`config.mk`:
```
export PLATFORM = sky130hd
export DESIGN_NAME = psa_accum_seq
export DESIGN_NICKNAME = d
export VERILOG_FILES = /design/src/rtl/psa_accum_seq.sv
export SDC_FILE = /design/constraint.sdc
export NUM_CORES = 1
export LEC_CHECK = 0
export BUFFER_PORTS_ARGS = -buffer_cell sky130_fd_sc_hd__buf_2
export CORE_MARGIN = 2
export CORE_UTILIZATION = 26
export CTS_BUF_LIST = sky130_fd_sc_hd__clkbuf_4 sky130_fd_sc_hd__clkbuf_8
export DETAILED_ROUTE_END_ITERATION = 6
export HOLD_SLACK_MARGIN = 0.08
export PLACE_DENSITY = 0.57
export SYNTH_ARGS = -nofsm -noshare
export SYNTH_HDL_FRONTEND = slang
export SYNTH_SLANG_ARGS = --single-unit
```
`constraint.sdc`:
```
create_clock -name clk -period 2.1 [get_ports clk]
set_clock_uncertainty 0.15 [all_clocks]
set_input_delay 0.42 -clock clk [delete_from_list [all_inputs] [get_ports clk]]
set_output_delay 0.42 -clock clk [all_outputs]
set_load 0.005 [all_outputs]
```
`src/rtl/psa_accum_seq.sv`:
```
// psa_accum_seq
// Reduces a stream of 16-bit operand words into one lane-wise saturating sum.
// The datapath is a 4-lane partitioned saturating adder (PADDSB style), and
// each lane holds a 4-bit two's-complement value.
// Each lane keeps a sticky flag that records any saturation since the last start.
// A three-state sequencer (IDLE -> ACC -> DONE) controls the beat handshakes
// and produces a one-cycle done pulse once the last beat has been added.

module psa_accum_seq #(
    parameter int LEN_W = 4
) (
    input  logic             clk,
    input  logic             rst_n,
    input  logic             start,
    input  logic [LEN_W-1:0] len,
    input  logic             clr,
    input  logic             in_valid,
    input  logic [15:0]      in_data,
    output logic             in_ready,
    output logic             busy,
    output logic             done,
    output logic [15:0]      result,
    output logic [3:0]       lane_sat,
    output logic             err
);

    localparam logic [1:0] ST_IDLE = 2'd0;
    localparam logic [1:0] ST_ACC  = 2'd1;
    localparam logic [1:0] ST_DONE = 2'd2;

    logic [1:0]       state;
    logic [15:0]      acc;
    logic [LEN_W-1:0] remaining;
    logic [3:0]       sat_flags;

    logic [15:0]      psa_sum;
    logic [3:0]       psa_ovf;
    logic [3:0]       a_l;
    logic [3:0]       b_l;
    logic [3:0]       s_l;
    logic             handshake;

    assign in_ready  = (state == ST_ACC);
    assign busy      = (state != ST_IDLE);
    assign done      = (state == ST_DONE);
    assign result    = acc;
    assign lane_sat  = sat_flags;
    assign err       = |sat_flags;
    assign handshake = in_valid & in_ready;

    // Partitioned saturating add of acc and in_data; carries never cross lanes
    always_comb begin
        psa_sum = '0;
        psa_ovf = '0;
        a_l     = '0;
        b_l     = '0;
        s_l     = '0;
        for (int i = 0; i < 4; i++) begin
            a_l = acc[i*4 +: 4];
            b_l = in_data[i*4 +: 4];
            s_l = a_l + b_l;
            psa_ovf[i] = (a_l[3] == b_l[3]) && (s_l[3] != a_l[3]);
            if (psa_ovf[i]) begin
                psa_sum[i*4 +: 4] = a_l[3] ? 4'b1000 : 4'b0111;
            end else begin
                psa_sum[i*4 +: 4] = s_l;
            end
        end
    end

    // Sequencer plus accumulator, flag and beat-counter registers
    always_ff @(posedge clk or negedge rst_n) begin
        if (!rst_n) begin
            state     <= ST_IDLE;
            acc       <= '0;
            remaining <= '0;
            sat_flags <= '0;
        end else begin
            case (state)
                ST_IDLE: begin
                    if (start) begin
                        acc       <= '0;
                        sat_flags <= '0;
                        if (len != '0) begin
                            remaining <= len;
                            state     <= ST_ACC;
                        end else begin
                            state     <= ST_DONE;
                        end
                    end
                end
                ST_ACC: begin
                    if (clr) begin
                        state <= ST_IDLE;
                    end else if (handshake) begin
                        acc       <= psa_sum;
                        sat_flags <= sat_flags | psa_ovf;
                        remaining <= remaining - 1'b1;
                        if (remaining == LEN_W'(1)) begin
                            state <= ST_DONE;
                        end
                    end
                end
                ST_DONE: begin
                    state <= ST_IDLE;
                end
                default: begin
                    state <= ST_IDLE;
                end
            endcase
        end
    end

endmodule

```
==> flow_metrics.py <==
metrics = {
    "pwr": {
        "p_int_mw": 1.528,
        "combPwrFrac_pct": 53.7,
        "p_total_mw": 2.587,
        "switching_power_mw": 1.058,
        "switching_share_pct": 40.92,
        "ir_drop_uv": 463.5,
        "power_leakage_nw": 1.118,
        "pwr-share-clk_pct": 12.8,
        "seqPwrFrac_pct": 33.5,
        "power.density_nw_per_um2": 1100,
    },
    "timing": {
        "final.min_clock_period_ns": 1.917,
        "rsz0062_at_grt": "no",
        "finalSetupViolCount": 0,
        "setup_tns_ns": 0,
        "finalCritPeriodShare_pct": 91.28,
        "relSlewSlack_pct": 57.06,
        "slew_viol_final": 0,
        "setup_ws_ns": 0.1832,
        "tightest_slew_ns": 0.6442,
        "finalHoldViolCount": 0,
        "max_clock_freq_mhz": 521.7,
    },
    "yosys": {
        "yosysUniqueCellTypes": 40,
        "synth_top_flop_cell": "dfrtp_1",
        "synth_area_sq_um": 1849,
        "synth_area_per_cell_sq_um": 8.764,
        "yosys_warnings": 0,
        "postSynth.asyncResetShare_pct": 100.0,
        "synth_top_family_by_area": "compound AO/OA/AOI/OAI gates",
        "yosys.area_share.simple_pct": 21.79,
        "synth_edf_count": 0,
        "syn_nets": 254,
        "synthXorXnorAreaFrac_pct": 1.894,
        "ys_ff_latch": 26,
        "muxShareOfSynthArea_pct": 0,
        "synth_compound_area_share_pct": 22.60,
        "synthAdderAreaFrac_pct": 13.80,
        "synth-seq-area-share_pct": 35.18,
        "synthCells": 211,
    },
    "detailed_routing": {
        "via_per_inst": 4.820,
        "antenna_left": 0,
        "drc": 0,
        "routed_wl_mm": 4.832,
        "vias": 1769,
        "firstDrtPassIters": 4,
        "drtIter0Drc": 58,
        "wire_per_inst_um": 13.17,
    },
    "setup_path": {
        "reg2regPathDepth": 5,
        "path_max_fanout": 3,
        "cp.required_ns": 1.53,
        "crit_type": "reg2out",
        "cp_data_arrival_time_ns": 1.35,
        "crit_path_start_kind": "flip-flop",
        "endpoint_kind": "primary output",
    },
    "layout": {
        "area_growth_pct": 27.13,
        "fin_nets": 315,
        "insertedDiodeCount": 0,
        "final_util_pct": 34.41,
        "drive_gt1_share_pct": 28.04,
        "final_common_cell": "buf_2",
        "mostFrequentLayoutCells": "buf_2 (48), dfrtp_1 (26), nor2_1 (18), inv_1 (17), o21ai_0 (17)",
    },
    "placed_design": {
        "dp_hpwl_mm": 3.751,
        "place_congestion": 0.7952,
        "dp_slack_ns": 0.02218,
        "portBuffers": 48,
    },
    "clock_tree": {
        "cts_buffers": 3,
        "root_buffer": "clkbuf_8",
        "htree_num_levels": 1,
        "clk_pin_slew_ns": 0.09,
        "clockBufferDepth": 2,
        "cts_tree": "built",
        "clock_sinks": 26,
        "worstSkewPairLatency_ns": 0.27,
    },
    "job": {
        "maxCapViolations": 0,
    },
    "global_route": {
        "track_usage_pct": 12.70,
        "antenna_found_initial": 0,
        "grt_pass1_vias": 1699,
        "grt_first_pass_wirelength_mm": 7.824,
        "grt_max_degree": 27,
        "overflow": 0,
    },
    "worst_hold_path": {
        "hold_depth": 2,
        "hold_class": "in2reg",
    },
    "die": {
        "start_util_pct": 27.07,
        "num_io_pins": 49,
        "rows": 30,
        "core_area_sq_um": 6832,
        "die-area_sq_um": 7803,
        "dieWidth_um": 88.34,
        "die_y_um": 88.34,
    },
    "status": {
        "status": "complete, no violations",
    },
}
[path summary, 6_finish.rpt]
path	startpoint	endpoint	slack (ns)
min	clr	state[0]	0.22
min in group asynchronous	rst_n	remaining[3]	0.55
max	lane_sat[2]	err	0.18
max in group asynchronous	rst_n	result[3]	0.83
min reg2reg	remaining[1]	remaining[1]	0.37
max reg2reg	result[13]	result[12]	0.22
[cell families after synthesis]
group,count (synthesis)
AOI/OAI and AO/OA,64
xor gates and xnor gates,4
adders and majority gates,18
buffers and inverters,23
DFF,26
and+or+nand+nor,76
[registers in the layout, summed over array words and instances (netlist names)]
signal	count
lane_sat	4
remaining	4
result	16
state	2
[synth_stat cells (all sizes together) (4+ instances only)]
| library cell | n | area share, % |
|---|---|---|
| dfrtp | 26 | 35 |
| nor2 | 19 | 3.9 |
| o21ai | 18 | 4.9 |
| inv | 17 | 3.5 |
| nand2 | 15 | 3.0 |
| a21oi | 14 | 3.8 |
| ha | 14 | 9.5 |
| a211oi | 12 | 4.9 |
| nand3 | 8 | 2.2 |
| nor2b | 6 | 2.0 |
| nor3 | 6 | 1.6 |
| clkbuf | 5 | 1.0 |
| a2bb2oi | 4 | 1.9 |
| fa | 4 | 4.3 |
| o21bai | 4 | 1.6 |
| or2 | 4 | 1.4 |
[routing by layer]
layer  GRT usage, %  part of all wire, %  up-vias
li1               -                    -      888
met1          16.84                   49      846
met2          22.08                   47       33
met3          2.519                  3.5        2
met4          1.653                 0.43        0
met5              0                    0        -
[layout make-up]
type                       count  area, sq um
clock buffer                   4        55.05
timing repair buffer          62        347.8
sequential                    26        650.6
tap                           96        120.1
fill                         746         4481
inverter                      17        63.81
multi-input combinational    162         1114
[power groups by stage]
| stage | clock network, mW | logic [mW] | registers [mW] |
|---|---|---|---|
| floorplan | 0 | 0.890 | 0.833 |
| global placement | 0 | 1.37 | 0.882 |
| detailed placement | 0 | 1.39 | 0.881 |
| CTS | 0.344 | 1.40 | 0.871 |
| global route | 0.367 | 1.57 | 0.900 |
| finish | 0.330 | 1.39 | 0.867 |
[metrics by stage]
step	instance area [sq um]	hold WS [ns]	std cells
final	2351	0.2210	367
after global placement	2283	0.3272	362
after global routing	2351	0.2146	367
after detailed placement	2283	0.3306	362
after floorplan	1849	-0.02559	211
after CTS	2349	0.2154	367
[worst max-delay path: stages (launching register included)]
cell and delay, ns:
dfrtp_1 0.43, or4_1 0.52, buf_2 0.14
[repair_timing]
item	4_1_cts	5_1_grt
setup buffers	0	0
endpoints found under the setup margin	0	7
hold endpoints to repair	26	0
hold buffers	1	0
gates resized for setup	0	2
No activity file was read; power rests on OpenSTA's default activity.
